### config.mk
export PLATFORM = sky130hd
export DESIGN_NAME = bip_debug_unit
export DESIGN_NICKNAME = d
export VERILOG_FILES = /design/src/rtl/bip_dbg_pkg.sv /design/src/rtl/bip_debug_unit.sv
export SDC_FILE = /design/constraint.sdc
export NUM_CORES = 1
export LEC_CHECK = 0
export BUFFER_PORTS_ARGS = -buffer_cell sky130_fd_sc_hd__buf_2
export CAP_MARGIN = 30
export CORE_MARGIN = 10
export CORE_UTILIZATION = 42
export CTS_CLUSTER_DIAMETER = 80
export DETAILED_ROUTE_END_ITERATION = 16
export GPL_TIMING_DRIVEN = 0
export PLACE_DENSITY = 0.61
export SLEW_MARGIN = 20
export SYNTH_ARGS = -nofsm -noshare
export SYNTH_HDL_FRONTEND = slang
export SYNTH_SLANG_ARGS = --single-unit
### constraint.sdc
create_clock -name clk -period 2.4 [get_ports clk]
set_input_delay 0.24 -clock clk [delete_from_list [all_inputs] [get_ports clk]]
set_output_delay 0.24 -clock clk [all_outputs]
set_load 0.02 [all_outputs]
### src/rtl/bip_dbg_pkg.sv
// Shared definitions for the BIP debug sequencer: state encoding, command
// bytes, frame geometry and the report-frame byte selector.
// Latency: n/a (declarations only). Backpressure: n/a.
package bip_dbg_pkg;

  typedef enum logic [1:0] {
    ST_IDLE    = 2'd0,
    ST_RUN     = 2'd1,
    ST_SEND    = 2'd2,
    ST_WAIT_TX = 2'd3
  } state_t;

  localparam logic [7:0]  CMD_START_DEF = 8'h53;
  localparam logic [7:0]  CMD_STEP_DEF  = 8'h54;
  localparam int          FRAME_BYTES   = 6;
  localparam logic [2:0]  LAST_IDX      = 3'(FRAME_BYTES - 1);
  localparam logic [15:0] CNT_MAX       = 16'hFFFF;

  // Report frame, MSB first: count, pc snapshot, acc snapshot.
  function automatic logic [7:0] frame_byte(input logic [15:0] cnt,
                                            input logic [15:0] pc_s,
                                            input logic [15:0] acc_s,
                                            input logic [2:0]  idx);
    case (idx)
      3'd0:    frame_byte = cnt[15:8];
      3'd1:    frame_byte = cnt[7:0];
      3'd2:    frame_byte = pc_s[15:8];
      3'd3:    frame_byte = pc_s[7:0];
      3'd4:    frame_byte = acc_s[15:8];
      3'd5:    frame_byte = acc_s[7:0];
      default: frame_byte = 8'h00;
    endcase
  endfunction

endpackage

### src/rtl/bip_debug_unit.sv
// Debug sequencer: start BIP on a UART command, count cycles to halt, report a 6-byte frame.
// Latency: start_bip one cycle after rx_done; first tx_start one cycle after halt is sampled.
// Backpressure: one byte in flight; next byte only after tx_done, rx bytes dropped while busy.
//
// Ports:
//   clk, reset            - rising-edge clock, synchronous active-high reset
//   rx_done, rx_data      - received-byte strobe and byte from the UART receiver
//   tx_start, tx_data     - transmit strobe and byte to the UART transmitter
//   tx_done               - transmitter finished the current byte
//   halt, pc, acc         - processor halt flag, program counter and accumulator
//   start_bip             - processor enable
//   busy, led             - not-idle flag; sticky "has halted" indicator
//
// Optional: define BIP_DBG_STEP_EN to add the single-step command (CMD_STEP).
module bip_debug_unit
  import bip_dbg_pkg::*;
#(
  parameter int         AB        = 11,
  parameter int         DB        = 16,
  parameter logic [7:0] CMD_START = CMD_START_DEF,
  parameter logic [7:0] CMD_STEP  = CMD_STEP_DEF
) (
  input  logic          clk,
  input  logic          reset,
  input  logic          rx_done,
  input  logic [7:0]    rx_data,
  input  logic          tx_done,
  output logic          tx_start,
  output logic [7:0]    tx_data,
  input  logic          halt,
  input  logic [AB-1:0] pc,
  input  logic [DB-1:0] acc,
  output logic          start_bip,
  output logic          busy,
  output logic          led
);

  // Elaboration-time parameter sanity checks.
  if (AB < 1 || AB > 16) begin : g_bad_ab
    $error("bip_debug_unit: AB must be in 1..16");
  end
  if (DB != 16) begin : g_bad_db
    $error("bip_debug_unit: DB must be 16 for the report frame");
  end
  if (CMD_STEP == CMD_START) begin : g_bad_cmd
    $error("bip_debug_unit: CMD_STEP must differ from CMD_START");
  end

  state_t      state_q, state_d;
  logic [15:0] count_q;
  logic [15:0] pc_snap_q;
  logic [15:0] acc_snap_q;
  logic [2:0]  idx_q;
  logic        start_bip_q;
  logic        led_q;
  logic        cmd_start_hit;
  logic        cmd_step_hit;
  logic        snap_now;
  logic [7:0]  cur_byte;

  assign cmd_start_hit = rx_done && (rx_data == CMD_START);

`ifdef BIP_DBG_STEP_EN
  logic step_q;

  assign cmd_step_hit = rx_done && (rx_data == CMD_STEP);
  // A step run snapshots in the RUN cycle right after its single enable
  // cycle, so the processor state reflects the one executed step.
  assign snap_now = (state_q == ST_RUN) && (step_q ? !start_bip_q : halt);
`else
  assign cmd_step_hit = 1'b0;
  assign snap_now     = (state_q == ST_RUN) && halt;
`endif

  assign cur_byte = frame_byte(count_q, pc_snap_q, acc_snap_q, idx_q);

  // Next state and transmit-side outputs.
  always_comb begin
    state_d  = state_q;
    tx_start = 1'b0;
    tx_data  = 8'h00;
    case (state_q)
      ST_IDLE: begin
        if (cmd_start_hit || cmd_step_hit) state_d = ST_RUN;
      end
      ST_RUN: begin
        if (snap_now) state_d = ST_SEND;
      end
      ST_SEND: begin
        tx_start = 1'b1;
        tx_data  = cur_byte;
        state_d  = ST_WAIT_TX;
      end
      ST_WAIT_TX: begin
        // Byte stays on tx_data until the transmitter reports completion.
        tx_data = cur_byte;
        if (tx_done) state_d = (idx_q == LAST_IDX) ? ST_IDLE : ST_SEND;
      end
      default: state_d = ST_IDLE;
    endcase
  end

  always_ff @(posedge clk) begin
    if (reset) begin
      state_q     <= ST_IDLE;
      count_q     <= 16'h0000;
      pc_snap_q   <= 16'h0000;
      acc_snap_q  <= 16'h0000;
      idx_q       <= 3'd0;
      start_bip_q <= 1'b0;
      led_q       <= 1'b0;
`ifdef BIP_DBG_STEP_EN
      step_q      <= 1'b0;
`endif
    end else begin
      state_q <= state_d;

      if (state_q == ST_IDLE) begin
        if (cmd_start_hit || cmd_step_hit) begin
          count_q     <= 16'h0000;
          start_bip_q <= 1'b1;
        end
`ifdef BIP_DBG_STEP_EN
        step_q <= cmd_step_hit;
`endif
      end

      if (state_q == ST_RUN) begin
        // Every enabled cycle is counted, including the one that halts.
        if (start_bip_q && (count_q != CNT_MAX)) count_q <= count_q + 16'd1;
        if (halt) led_q <= 1'b1;
`ifdef BIP_DBG_STEP_EN
        if (step_q) start_bip_q <= 1'b0;
`endif
        if (snap_now) begin
          pc_snap_q   <= 16'(pc);
          acc_snap_q  <= 16'(acc);
          idx_q       <= 3'd0;
          start_bip_q <= 1'b0;
        end
      end

      if ((state_q == ST_WAIT_TX) && tx_done && (idx_q != LAST_IDX))
        idx_q <= idx_q + 3'd1;
    end
  end

  assign start_bip = start_bip_q;
  assign led       = led_q;
  assign busy      = (state_q != ST_IDLE);

endmodule
==> flow_summary_export.csv <==
group,metric,value,unit
run_status,status,"finished, final reports clean",
yosys,yosys.area_share.xor_xnor,0,%
drt,drt_first_iter_violations,204,
floorplanning,floorplan.initialDensity,43.2,%
yosys,synth_compound_area_share,24.1,%
power,p_leak,1.17,nW
worst_setup_path,crit_type,"reg -> out",
placement,placed_area,0.00309,mm2
final_layout,final_common_cell,"nand2_1",
final_layout,fin_area,0.00325,mm2
clocking,clkLatencyLatePin,310,ps
clocking,post-cts-setup-buffers,0,
clocking,cts_root_buf,"clkbuf_8",
worst_setup_path,critPathTopFamily,"compound AO/OA/AOI/OAI gates",
clocking,cts_buffers,5,
drt,routed_wl,8.46,mm
timing,slew_violations,0,
timing,fin_crit_sh,93.6,%
yosys,synth-simple-area-share,29.7,%
power,powerDensity,471,mW/mm2
drt,dr.pass1.iters,4,
global_routing,grt_start_max_net_pins,17,
power,ir_drop,304,uV
clocking,clock-sinks,50,
drt,vias,2784,
worst_setup_path,critPathMaxStageDelay,370,ps
final_layout,area_growth,18.3,%
floorplanning,die_width,101,um
clocking,cts_hold_buf,0,
final_layout,antennaDiodeCount,0,
floorplanning,dieArea,0.0102,mm2
yosys,synth_nets,401,
yosys,synth_top_area_share,36.5,%
yosys,synth_top_family_by_area,"simple AND/OR/NAND/NOR gates",
floorplanning,coreArea,0.00635,mm2
timing,hold_viol,0,
hold_path,holdCritPathClass,"in -> reg",
yosys,async_flop_share,0,%
worst_setup_path,cp_max_fo,10,
global_routing,grt_pass1_vias,2802,
yosys,yosys.area.top_type,"dfxtp_1",
worst_setup_path,setup.worst_path.start_class,"register",
placement,hpwl,6.22,mm
timing,hold_slack,148,ps
placement,routabilityCongestion,0.900,
worst_setup_path,arrival,2010,ps
worst_setup_path,cp_cell_sequence,"inv_1 > ha_4 > clkbuf_4 > a22oi_1 > a21oi_1 > a21oi_1 > nor2_1 > buf_2",
drt,drc,0,
global_routing,grt_overflow,0,
global_routing,grt_use_total,16.6,%
yosys,synthCells,355,
final_layout,layout_common_cells,"nand2_1 (64), buf_2 (54), dfxtp_1 (48)",
yosys,synth_seq_area_share,36.5,%
global_routing,grt_pass1_wl,14.0,mm
final_layout,drive_gt1_share,20.2,%
yosys,ys_ff_latch,50,
final_layout,finalNetCount,456,
timing,worst_slew_pin_slew,590,ps
placement,io_buffers,51,
yosys,yosysUniqueCellTypes,58,
floorplanning,fp-row-count,29,
timing,clock_skew,6.82,ps
yosys,synthMuxAreaShare,0.776,%
clocking,clk_pin_slew,100,ps
yosys,synthFlopType,"dfxtp_1",
final_layout,utilization,51.1,%
drt,drtAntennaViolNets,0,
job,maxCapViolCount,0,
clocking,cts_buffer_depth,2,
timing,period_needed,2250,ps
power,power,0.00153,W
yosys,synthesis.area,0.00274,mm2
worst_setup_path,crit_path_top_delay_cell,"dfxtp_1",
timing,rsz0062_at_grt,"false",
yosys,synthAdderAreaFrac,2.74,%
yosys,yosysWarningCount,0,
global_routing,antenna_found_initial,0,
worst_setup_path,required,2160,ps
worst_setup_path,crit_top_cell,"a21oi_1",
timing,tns,0,ps
yosys,avgSynthCellArea,7.73,um2
timing,fmax,445,MHz
yosys,synth_edf_count,0,
drt,wl_per_cell,17.3,um
drt,vias_per_cell,5.70,
timing,setup_viol,0,
clocking,htreeDepth,2,
yosys,synth_area_leaders,"dfxtp_1 (36%), nand2_1 (8.8%), a21oi_1 (8.0%), clkbuf_1 (3.0%), ha_1 (2.7%)",
clocking,tritoncts,"done",
worst_setup_path,crit_buf_inv,3,
timing,relSlewSlack,60.6,%
floorplanning,fp.dieH,101,um
worst_setup_path,crit_path_end_kind,"output port",
floorplanning,ios,52,
## registers in the layout (all words and copies together), names as in the netlist
register    flops
pc_snap_q      11
state_q         2
idx_q           3
led             1
start_bip       1
acc_snap_q     16
count_q        16
## cell type report
| class | count | area (um2) |
|---|---|---|
| plain buffers | 29 | 139 |
| clock buffers | 5 | 68.8 |
| clock inverters | 3 | 43.8 |
| fillers | 635 | 3100 |
| inverters | 9 | 33.8 |
| multi-input cells | 264 | 1610 |
| flip-flops and latches | 50 | 1000 |
| well taps | 77 | 96.3 |
| repair buffers | 51 | 255 |
## synthesized netlist by cell type (2+ instances only)
| cell type | n |
|---|---|
| a221oi_1 | 5 |
| a22oi_1 | 9 |
| o21a_1 | 3 |
| a31oi_1 | 3 |
| or2_2 | 2 |
| a222oi_1 | 2 |
| inv_1 | 9 |
| o21ai_0 | 5 |
| clkbuf_1 | 22 |
| or4_1 | 5 |
| o211ai_1 | 10 |
| a211oi_1 | 3 |
| o21ai_1 | 6 |
| buf_2 | 3 |
| nor3_1 | 3 |
| a41oi_1 | 3 |
| dfxtp_1 | 50 |
| ha_1 | 6 |
| nand4_1 | 11 |
| buf_1 | 4 |
| a21oi_1 | 44 |
| nand2b_1 | 7 |
| and3b_1 | 3 |
| nor2b_1 | 6 |
| nand3_1 | 10 |
| nor2_1 | 20 |
| nand3b_1 | 2 |
| nand2_1 | 64 |
| nor4b_1 | 2 |
| nor4_1 | 5 |
## kinds of logic after synthesis
group           count (synthesis)
compound gates                103
fa+ha+maj                       6
buf+inv                        41
flops                          50
mux                             2
simple gates                  153
## where the power goes
| part | switching, W | internal (W) | total, W |
|---|---|---|---|
| registers | 0.000000706 | 0.000830 | 0.000831 |
| clock network | 0.000318 | 0.000313 | 0.000631 |
| logic | 0.0000352 | 0.0000315 | 0.0000667 |
## worst reg2reg max path, delay by kind of cell, from the launching register on
family,cells,cell delay (ps)
flip-flops,1,520
buffers and inverters,2,330
AO/OA/AOI/OAI,2,170
adder cells (fa/ha/maj),1,320
AND/OR/NAND/NOR,2,700
## metrics by stage
stage | instances | setup WS, ps
finish | 488 | 154
global route | 488 | 17.1
CTS | 488 | 40.9
detailed placement | 483 | -128
global placement | 483 | -123
floorplan | 355 | 243
## layer usage
| layer | vias up | global-route usage (%) | part of all wire [%] |
|---|---|---|---|
| li1 | 1399 | - | - |
| met1 | 1289 | 22.7 | 48 |
| met4 | 0 | 4.57 | 1.4 |
| met5 | - | 0 | 0 |
| met2 | 84 | 25.7 | 45 |
| met3 | 12 | 3.50 | 5.2 |
## path summary, 6_finish.rpt
| check | start | end | slack (ps) | cells after the start |
|---|---|---|---|---|
| worst max-delay path | idx_q[1] | tx_data[4] | 150 | 8 |
| worst min-delay path | pc[3] | pc_snap_q[3] | 150 | 3 |
| worst max register to register | count_q[0] | count_q[10] | 250 | 7 |
| worst min register to register | acc_snap_q[9] | acc_snap_q[9] | 460 | 2 |
## timing repair
| action | in CTS | in global routing |
|---|---|---|
| setup endpoints to repair | 8 | 7 |
| pin swaps | 0 | 2 |
| endpoints found under the hold margin | 0 | 0 |
| gates resized for setup | 8 | 4 |
Power figures use the tool's default switching activity.
